## config.mk

```make
export PLATFORM = sky130hd
export DESIGN_NAME = wb_port_arbiter_flat
export DESIGN_NICKNAME = d
export VERILOG_FILES = /design/src/rtl/wb_port_if.sv /design/src/rtl/wb_port_arbiter.sv /design/src/flat_wrapper.sv
export SDC_FILE = /design/constraint.sdc
export NUM_CORES = 1
export LEC_CHECK = 0
export ABC_AREA = 1
export BUFFER_PORTS_ARGS = -buffer_cell sky130_fd_sc_hd__buf_2
export CORE_MARGIN = 3
export CORE_UTILIZATION = 49
export CTS_CLUSTER_DIAMETER = 80
export CTS_CLUSTER_SIZE = 12
export DETAILED_ROUTE_END_ITERATION = 10
export PLACE_DENSITY = 0.78
export SYNTH_ARGS = -nofsm -noshare
export SYNTH_HDL_FRONTEND = slang
export SYNTH_SLANG_ARGS = --single-unit
```

## constraint.sdc

```tcl
create_clock -name clk -period 3.36 [get_ports clk]
set_clock_uncertainty 0.2 [all_clocks]
set_input_delay 0.168 -clock clk [delete_from_list [all_inputs] [get_ports clk]]
set_output_delay 0.168 -clock clk [all_outputs]
set_load 0.01 [all_outputs]
```

## src/rtl/wb_port_if.sv

```systemverilog
// Bundles the write-back sources and the register-file write port of wb_port_arbiter.
// The arbiter connects to the slave modport and the driving environment connects to the master modport.
interface wb_port_if #(
   parameter int DATA_W = 32
);
   logic [4:0]        p_rd;
   logic [DATA_W-1:0] p_data;
   logic              p_stall;
   logic              s_valid;
   logic [4:0]        s_rd;
   logic [DATA_W-1:0] s_data;
   logic              s_ready;
   logic              rf_we;
   logic [4:0]        rf_waddr;
   logic [DATA_W-1:0] rf_wdata;

   modport master (
      output p_rd, p_data, s_valid, s_rd, s_data,
      input  p_stall, s_ready, rf_we, rf_waddr, rf_wdata
   );

   modport slave (
      input  p_rd, p_data, s_valid, s_rd, s_data,
      output p_stall, s_ready, rf_we, rf_waddr, rf_wdata
   );
endinterface

```

## src/rtl/wb_port_arbiter.sv

```systemverilog
// Shares one register-file write port between the primary pipeline write-back and a buffered secondary unit.
// Define WB_STARVE_EN to add the starvation guard that forces a FIFO write by stalling the primary source.
module wb_port_arbiter #(
   parameter int DATA_W     = 32,
   parameter int DEPTH      = 2,
   parameter int STARVE_MAX = 4
) (
   input  logic     clk,
   input  logic     rst_n,
   wb_port_if.slave bus
);
   localparam int PW = (DEPTH > 1) ? $clog2(DEPTH) : 1;
   localparam int CW = $clog2(DEPTH + 1);

   typedef enum logic [1:0] {GNT_NONE, GNT_FIFO, GNT_PRI, GNT_BYP} gnt_e;

   logic [CW-1:0]     r_fifo_cnt;
   logic [PW-1:0]     r_wr_ptr;
   logic [PW-1:0]     r_rd_ptr;
   logic [4:0]        r_mem_rd   [DEPTH];
   logic [DATA_W-1:0] r_mem_data [DEPTH];
   logic              r_rf_we;
   logic [4:0]        r_rf_waddr;
   logic [DATA_W-1:0] r_rf_wdata;

   gnt_e              w_gnt;
   logic              w_fifo_empty;
   logic              w_s_acc;
   logic              w_push;
   logic              w_pop;
   logic              w_force;
   logic [4:0]        w_gnt_rd;
   logic [DATA_W-1:0] w_gnt_data;

   assign w_fifo_empty = (r_fifo_cnt == '0);
   assign bus.s_ready  = (r_fifo_cnt != CW'(DEPTH));
   assign w_s_acc      = bus.s_valid && bus.s_ready;

`ifdef WB_STARVE_EN
   localparam int SW = (STARVE_MAX < 1) ? 1 : $clog2(STARVE_MAX + 1);
   logic [SW-1:0] r_starve_cnt;

   assign w_force = (r_starve_cnt == SW'(STARVE_MAX)) && !w_fifo_empty;

   // Counts cycles the current FIFO head has been passed over.
   always_ff @(posedge clk or negedge rst_n) begin
      if (!rst_n)
         r_starve_cnt <= '0;
      else if (w_fifo_empty || w_pop)
         r_starve_cnt <= '0;
      else if (r_starve_cnt != SW'(STARVE_MAX))
         r_starve_cnt <= r_starve_cnt + 1'b1;
   end
`else
   assign w_force = 1'b0;
`endif

   assign bus.p_stall = w_force;

   always_comb begin
      w_gnt = GNT_NONE;
      if (w_force)
         w_gnt = GNT_FIFO;
      else if (bus.p_rd != 5'd0)
         w_gnt = GNT_PRI;
      else if (!w_fifo_empty)
         w_gnt = GNT_FIFO;
      else if (w_s_acc && (bus.s_rd != 5'd0))
         w_gnt = GNT_BYP;
   end

   assign w_pop  = (w_gnt == GNT_FIFO);
   // Requests to r0 are swallowed here: never stored, never written.
   assign w_push = w_s_acc && (bus.s_rd != 5'd0) && (w_gnt != GNT_BYP);

   always_comb begin
      w_gnt_rd   = bus.p_rd;
      w_gnt_data = bus.p_data;
      if (w_gnt == GNT_FIFO) begin
         w_gnt_rd   = r_mem_rd[r_rd_ptr];
         w_gnt_data = r_mem_data[r_rd_ptr];
      end else if (w_gnt == GNT_BYP) begin
         w_gnt_rd   = bus.s_rd;
         w_gnt_data = bus.s_data;
      end
   end

   always_ff @(posedge clk) begin
      if (w_push) begin
         r_mem_rd[r_wr_ptr]   <= bus.s_rd;
         r_mem_data[r_wr_ptr] <= bus.s_data;
      end
   end

   always_ff @(posedge clk or negedge rst_n) begin
      if (!rst_n) begin
         r_fifo_cnt <= '0;
         r_wr_ptr   <= '0;
         r_rd_ptr   <= '0;
      end else begin
         if (w_push)
            r_wr_ptr <= r_wr_ptr + 1'b1;
         if (w_pop)
            r_rd_ptr <= r_rd_ptr + 1'b1;
         if (w_push && !w_pop)
            r_fifo_cnt <= r_fifo_cnt + 1'b1;
         else if (w_pop && !w_push)
            r_fifo_cnt <= r_fifo_cnt - 1'b1;
      end
   end

   // Address and data hold their last value through no-grant cycles.
   always_ff @(posedge clk or negedge rst_n) begin
      if (!rst_n) begin
         r_rf_we    <= 1'b0;
         r_rf_waddr <= '0;
         r_rf_wdata <= '0;
      end else begin
         r_rf_we <= (w_gnt != GNT_NONE);
         if (w_gnt != GNT_NONE) begin
            r_rf_waddr <= w_gnt_rd;
            r_rf_wdata <= w_gnt_data;
         end
      end
   end

   assign bus.rf_we    = r_rf_we;
   assign bus.rf_waddr = r_rf_waddr;
   assign bus.rf_wdata = r_rf_wdata;
endmodule

```

## src/flat_wrapper.sv

```systemverilog
// flat-port wrapper written by rule: the top's interface ports become plain ports
module wb_port_arbiter_flat 
#(
   parameter int DATA_W     = 32,
   parameter int DEPTH      = 2,
   parameter int STARVE_MAX = 4
)
  (clk, rst_n, bus_p_rd, bus_p_data, bus_s_valid, bus_s_rd, bus_s_data, bus_p_stall, bus_s_ready, bus_rf_we, bus_rf_waddr, bus_rf_wdata);
  wb_port_if #(.DATA_W(DATA_W)) bus_i ();
  input  logic clk;
  input  logic rst_n;
  input wire logic [$bits(bus_i.p_rd)-1:0] bus_p_rd;
  input wire logic [$bits(bus_i.p_data)-1:0] bus_p_data;
  input wire logic [$bits(bus_i.s_valid)-1:0] bus_s_valid;
  input wire logic [$bits(bus_i.s_rd)-1:0] bus_s_rd;
  input wire logic [$bits(bus_i.s_data)-1:0] bus_s_data;
  output wire logic [$bits(bus_i.p_stall)-1:0] bus_p_stall;
  output wire logic [$bits(bus_i.s_ready)-1:0] bus_s_ready;
  output wire logic [$bits(bus_i.rf_we)-1:0] bus_rf_we;
  output wire logic [$bits(bus_i.rf_waddr)-1:0] bus_rf_waddr;
  output wire logic [$bits(bus_i.rf_wdata)-1:0] bus_rf_wdata;
  assign bus_i.p_rd = bus_p_rd;
  assign bus_i.p_data = bus_p_data;
  assign bus_i.s_valid = bus_s_valid;
  assign bus_i.s_rd = bus_s_rd;
  assign bus_i.s_data = bus_s_data;
  assign bus_p_stall = bus_i.p_stall;
  assign bus_s_ready = bus_i.s_ready;
  assign bus_rf_we = bus_i.rf_we;
  assign bus_rf_waddr = bus_i.rf_waddr;
  assign bus_rf_wdata = bus_i.rf_wdata;
  wb_port_arbiter #(.DATA_W(DATA_W), .DEPTH(DEPTH), .STARVE_MAX(STARVE_MAX)) u_core (.clk(clk), .rst_n(rst_n), .bus(bus_i));
endmodule
```

==> impl_metrics.py, run 1 <==
metrics = {
    "floorplan": {
        "start_util_pct": 50.77,
        "fp.dieH_um": 109.9,
        "io-pin-count": 117,
        "rows": 37,
        "dieArea_mm2": 0.01208,
        "core_area_mm2": 0.01042,
        "die_w_um": 109.9,
    },
    "timing": {
        "slew_violations": 0,
        "hold_violations": 0,
        "fin_crit_ns": 2.595,
        "max_freq_mhz": 385.4,
        "worstMarginPinSlew_ns": 1.088,
        "fin_crit_sh_pct": 77.22,
        "tns_ns": 0,
        "whs_ns": 0.1158,
        "setup_violations": 0,
        "relSlewSlack_pct": 27.28,
        "rsz0062_at_grt": "false",
    },
    "layout": {
        "area_growth_pct": 38.02,
        "drive_above_1_share_pct": 23.04,
        "finish.instance_area_mm2": 0.007300,
        "fin_nets": 828,
        "antennaDiodeCount": 0,
        "stdcell_count": 900,
    },
    "yosys": {
        "synth-edff-count": 74,
        "netlist_top_cells_area": "edfxtp_1 42%, dfrtp_1 20%, nand2_1 12%",
        "yosysTopAreaCell": "edfxtp_1",
        "synthTopCellsByCount": "171 x nand2_1, 74 x edfxtp_1, 71 x nand3_1",
        "ys_seq_area_share_pct": 61.89,
        "ys_seq_elements": 116,
        "syn_area_mm2": 0.005289,
        "synth.distinct_cells": 26,
        "ys_warn_count": 0,
        "synthCells": 566,
        "synth_most_common_cell": "nand2_1",
        "synth.top_cell.area_share_pct": 42.02,
        "synth-main-ff-cell": "edfxtp_1",
        "postSynthAreaPerCell_um2": 9.344,
        "synth_nets": 643,
        "synth_async_sr_flop_share_pct": 36.21,
    },
    "global_routing": {
        "grt_first_pass_wirelength_um": 22900,
        "gr-usage-all-layers_pct": 25.43,
        "gr-usage-met1_pct": 28.46,
        "grtUsageMet2_pct": 44.84,
        "busiest_layer": "met2",
        "antenna_found_initial": 0,
        "grt_max_degree": 43,
        "grt_pass1_vias": 4906,
        "grtUsageMet3_pct": 7.516,
        "overflow": 0,
    },
    "clock_tree": {
        "cts-resized-gates": 0,
        "cts_buffer_depth": 2,
        "clkTransAtPathRegs_ns": 0.05,
        "cts_root_buffer": "clkbuf_8",
        "holdBufCountCts": 76,
        "clock_latency_ns": 0.52,
        "cts_buffers": 17,
        "tritoncts": "built",
        "ctsHtreeMaxLevel": 4,
        "cts_sinks": 116,
        "postCtsSetupRepairBufs": 0,
    },
    "critical_path": {
        "r2r-start": "u_core.r_fifo_cnt[0]",
        "critPathLaunch": "u_core.r_fifo_cnt[0]",
        "crit_end": "u_core.r_mem_data[0][26]",
        "worstSetupStartpointType": "register",
        "crit_fanout": 37,
        "ff2ff_setup_slack_ns": 0.77,
        "worstPathRequired_ns": 3.29,
        "arrival_ns": 2.52,
        "crit_type": "reg -> reg",
        "worstSetupEndpointType": "register",
        "reg2regPathDepth": 6,
        "r2r_end": "u_core.r_mem_data[0][26]",
    },
    "route": {
        "drt-wirelength-per-cell_um": 16.18,
        "routed-via-count": 4651,
        "routed_via_density": 5.168,
        "drtIter0Drc": 321,
        "first_pass_iters": 5,
        "drc": 0,
        "routed_wl_um": 14560,
        "detail-route-antenna-nets": 0,
    },
    "power": {
        "powerDensity_mw_per_mm2": 642.5,
        "vdd_drop_max_mv": 0.4229,
        "p_leak_nw": 3.366,
    },
    "placement": {
        "dp_hpwl_um": 7946,
        "numPortBuffers": 115,
        "placed_area_mm2": 0.005924,
        "dp_cells": 792,
        "globalplace.congestion": 0.8072,
    },
    "status": {
        "status": "finished, final reports clean",
    },
    "min_path": {
        "hp-class": "in -> reg",
    },
    "flow_run": {
        "cap_violations": 0,
    },
}
==> metal layers <==
metal  share of wire [%]  wire length [µm]
met1                  37              5403
met2                  52              7524
met3                 9.1              1318
met4                 2.2               314
met5                   0                 0
==> stage by stage <==
stage / util [%] / setup slack (ns) / total power [W]
final: 70.08 / 0.7654 / 0.004690
after floorplan: - / 0.1834 / 0.002460
after global routing: 70.08 / 0.6050 / 0.004883
after detailed placement: 56.88 / 0.7993 / 0.002758
after CTS: 70.08 / 0.7533 / 0.004695
after global placement: 56.88 / 0.9048 / 0.002706
==> sequential cells by signal (all words and copies together), names as in the netlist <==
name	count
u_core.bus.rf_wdata	32
u_core.r_mem_rd	10
u_core.bus.rf_waddr	5
u_core.r_rd_ptr	1
u_core.bus.rf_we	1
u_core.r_wr_ptr	1
u_core.r_fifo_cnt	2
u_core.r_mem_data	64
==> critical path, stage by stage, from the launching register on <==
cell,delay [ns]
dfrtp_1,0.45
inv_2,0.08
a21boi_2,0.14
nand2_2,0.11
inv_2,0.19
nand2_1,0.18
nor2_4,0.86
==> report_power, final <==
group	internal, W	switching [W]
Clock	0.00122	0.000649
Combinational	0.000291	0.000607
Sequential	0.00182	0.000102
Total	0.00333	0.00136
==> worst min-delay path by stage <==
stage,slack [ns],endpoint,start,depth (start not counted)
after floorplan,-0.33,u_core.bus.rf_waddr[0],rst_n,0
after global placement,0.17,u_core.r_mem_data[0][18],bus_s_data[18],1
after detailed placement,0.18,u_core.r_mem_data[1][31],bus_s_data[31],1
after CTS,0.11,u_core.r_fifo_cnt[0],bus_s_valid,6
after global routing,0.14,u_core.r_fifo_cnt[0],bus_s_valid,6
final,0.12,u_core.r_fifo_cnt[0],bus_s_valid,6
==> cell usage in the layout, fill, tap and decap left out, types with 4 or more instances in the layout <==
| cell | Yosys | routed |
|---|---|---|
| nand4_1 | 5 | 5 |
| inv_2 | 4 | 4 |
| o211ai_1 | 5 | 5 |
| buf_4 | 2 | 5 |
| clkbuf_16 | 0 | 16 |
| buf_2 | 17 | 115 |
| nor2_1 | 70 | 67 |
| nand3_1 | 71 | 71 |
| nand2_1 | 171 | 171 |
| bufinv_16 | 0 | 4 |
| edfxtp_1 | 74 | 74 |
| or2_2 | 5 | 5 |
| o21ai_0 | 30 | 30 |
| clkinvlp_4 | 0 | 4 |
| dfrtp_1 | 42 | 42 |
| inv_1 | 42 | 42 |
| dlygate4sd3_1 | 0 | 76 |
==> layout make-up <==
| cell class | instances | area, µm² |
|---|---|---|
| tap | 136 | 170.2 |
| timing repair buffer | 197 | 1394 |
| clock buffer | 19 | 431.7 |
| inverter | 46 | 172.7 |
| clock inverter | 13 | 182.7 |
| fill | 726 | 3117 |
| multi-input combinational | 373 | 1675 |
| sequential | 116 | 3273 |
==> cells by family after synthesis <==
group	Yosys count	synth area share, %
AND/OR/NAND/NOR	330	26.50
XOR/XNOR	2	0.3313
AO/OA/AOI/OAI	40	4.353
other	1	0.07090
buffers and inverters	77	6.860
flip-flops	116	61.89
(Power assumes the default switching activity.)
==> run 2, diff against run 1 <==
--- a/config.mk
+++ b/config.mk
@@ -8,11 +8,11 @@
 export ABC_AREA = 1
 export BUFFER_PORTS_ARGS = -buffer_cell sky130_fd_sc_hd__buf_2
 export CORE_MARGIN = 3
-export CORE_UTILIZATION = 49
+export CORE_UTILIZATION = 54
 export CTS_CLUSTER_DIAMETER = 80
 export CTS_CLUSTER_SIZE = 12
 export DETAILED_ROUTE_END_ITERATION = 10
-export PLACE_DENSITY = 0.78
+export PLACE_DENSITY = 0.82
 export SYNTH_ARGS = -nofsm -noshare
 export SYNTH_HDL_FRONTEND = slang
 export SYNTH_SLANG_ARGS = --single-unit
==> constraint.sdc (replaced) <==
create_clock -name clk -period 2.56 [get_ports clk]
set_clock_uncertainty 0.2 [all_clocks]
set_input_delay 0.128 -clock clk [delete_from_list [all_inputs] [get_ports clk]]
set_output_delay 0.128 -clock clk [all_outputs]
set_load 0.01 [all_outputs]
==> run 2 against run 1 <==
Via count rose by 1.7%. Sequential power grew 31%. Die area is 8.8% lower. Largest cell class unchanged. Register-to-register slack worse by 0.30 ns. Fmax grew 24%.
==> impl_metrics.py, run 2 (same netlist as run 1, synthesis figures left out) <==
metrics = {
    "status": {
        "status": "finished, final reports clean",
    },
    "placement": {
        "dp_cells": 792,
        "dp_hpwl_um": 8242,
        "numPortBuffers": 115,
        "dp_slack_ns": 0.5323,
        "globalplace.congestion": 0.7869,
    },
    "layout": {
        "fin_nets": 835,
        "stdcell_count": 901,
        "final_core_util_pct": 77.96,
        "largest-register": "u_core.r_mem_data",
        "area_growth_pct": 38.14,
        "final_cell_mix": "171 x nand2_1, 115 x buf_2, 76 x dlygate4sd3_1",
        "largest_reg_flops": 64,
        "ff_latch_area_mm2": 0.003273,
        "layout_commonest_cell": "nand2_1",
        "fill_cells": 589,
        "multi_input_area_mm2": 0.001675,
        "drive_above_1_share_pct": 23.48,
    },
    "timing": {
        "setup_violations": 0,
        "fin_crit_ns": 2.097,
        "hold_violations": 0,
        "whs_ns": 0.09598,
        "worstMarginPinSlew_ns": 1.053,
        "max_freq_mhz": 476.8,
        "relSlewSlack_pct": 29.78,
        "rsz0062_at_grt": "false",
        "slew_violations": 0,
        "setup_ws_ns": 0.4625,
        "tns_ns": 0,
        "fin_crit_sh_pct": 81.93,
    },
    "global_routing": {
        "grt_max_degree": 43,
        "grt_first_pass_wirelength_um": 24810,
        "overflow": 0,
        "antenna_found_initial": 1,
        "grt_pass1_vias": 4921,
        "gr-usage-all-layers_pct": 28.89,
    },
    "route": {
        "routed_via_density": 5.251,
        "first_pass_iters": 8,
        "drt-wirelength-per-cell_um": 17.15,
        "drc": 0,
        "detail-route-antenna-nets": 0,
        "routed-via-count": 4731,
        "routed_wl_um": 15460,
        "drtIter0Drc": 377,
    },
    "clock_tree": {
        "clock_latency_ns": 0.52,
        "cts_buffers": 17,
        "clkTransAtPathRegs_ns": 0.06,
        "cts_sinks": 116,
        "holdBufCountCts": 76,
        "postCtsSetupRepairBufs": 0,
        "cts-resized-gates": 0,
        "cts_root_buffer": "clkbuf_8",
        "cts_buffer_depth": 2,
        "ctsHtreeMaxLevel": 4,
        "tritoncts": "built",
    },
    "power": {
        "vdd_drop_max_mv": 0.5768,
        "p_leak_nw": 3.397,
        "powerDensity_mw_per_mm2": 823.9,
    },
    "min_path": {
        "hp-class": "in -> reg",
    },
    "critical_path": {
        "crit_type": "reg -> reg",
        "critPathSlowestCell": "dfrtp_1",
        "slowest_delay_ns": 0.44,
        "crit_chain": "nor2_2 > inv_1 > nor2_8 > buf_4 > nand3_1 > nand3_1 > nand2_1 > nand2_1",
        "worstSetupEndpointType": "register",
        "critPathBufInv": 2,
        "worstPathRequired_ns": 2.81,
        "crit_fanout": 29,
        "cp_top_family": "simple AND/OR/NAND/NOR gates",
        "worstSetupStartpointType": "register",
        "arrival_ns": 2.35,
    },
    "flow_run": {
        "cap_violations": 0,
    },
    "floorplan": {
        "core_area_mm2": 0.009371,
        "rows": 35,
        "io-pin-count": 117,
        "fp.dieH_um": 105.0,
        "start_util_pct": 56.44,
        "dieArea_mm2": 0.01102,
        "die_w_um": 105.0,
    },
}
run 2: metrics by stage:
| step | area (µm²) | total power (W) |
|---|---|---|
| detailed placement | 5968 | 0.003624 |
| global placement | 5968 | 0.003563 |
| global route | 7306 | 0.006256 |
| floorplan | 5294 | 0.003228 |
| CTS | 7303 | 0.006019 |
| finish | 7306 | 0.006019 |
run 2: worst min-delay path, cell delays in order:
cell and delay [ns]:
buf_2 0.09, a21boi_2 0.16, nand2_2 0.10, nand3_1 0.08, nand2_1 0.05, nand2_1 0.05, o21ai_0 0.07, inv_1 0.05
run 2: worst paths after layout:
| path | slack, ns | start | cells past startpoint | to |
|---|---|---|---|---|
| max | 0.46 | u_core.r_fifo_cnt[1] | 8 | u_core.bus.rf_wdata[18] |
| min | 0.1 | bus_s_valid | 8 | u_core.r_fifo_cnt[1] |
| max reg2reg | 0.46 | u_core.r_fifo_cnt[1] | 8 | u_core.bus.rf_wdata[18] |
| min reg2reg | 0.28 | u_core.bus.rf_wdata[21] | 2 | u_core.bus.rf_wdata[21] |
| max in group asynchronous | 1.35 | rst_n | 2 | u_core.bus.rf_wdata[15] |
| min in group asynchronous | 0.14 | rst_n | 2 | u_core.bus.rf_wdata[23] |
run 2: layout make-up:
| type | count | share of cell area (%) |
|---|---|---|
| multi-input cells | 373 | 22.93 |
| diodes | 1 | 0.03425 |
| clock buffers | 21 | 6.011 |
| inverters | 46 | 2.363 |
| repair buffers | 204 | 19.80 |
| flip-flops and latches | 116 | 44.80 |
| well taps | 129 | 2.209 |
| clock inverters | 11 | 1.850 |
run 2: report_power, final:
part	switching (W)	internal [W]	leakage, nW	total [W]
Clock	0.000808	0.00150	0.281	0.00230
Sequential	0.000132	0.00239	1.17	0.00252
Combinational	0.000806	0.000389	1.94	0.00120
Total	0.00175	0.00427	3.40	0.00602
run 2: layer usage:
| metal | wire length (µm) | track usage [%] | share of wire, % | vias up |
|---|---|---|---|---|
| met5 | 0 | 0 | 0 | - |
| met3 | 1229 | 6.671 | 8.0 | 37 |
| met4 | 373 | 10.97 | 2.4 | 0 |
| li1 | - | - | - | 2226 |
| met1 | 5840 | 34.73 | 38 | 2189 |
| met2 | 8013 | 50.46 | 52 | 279 |
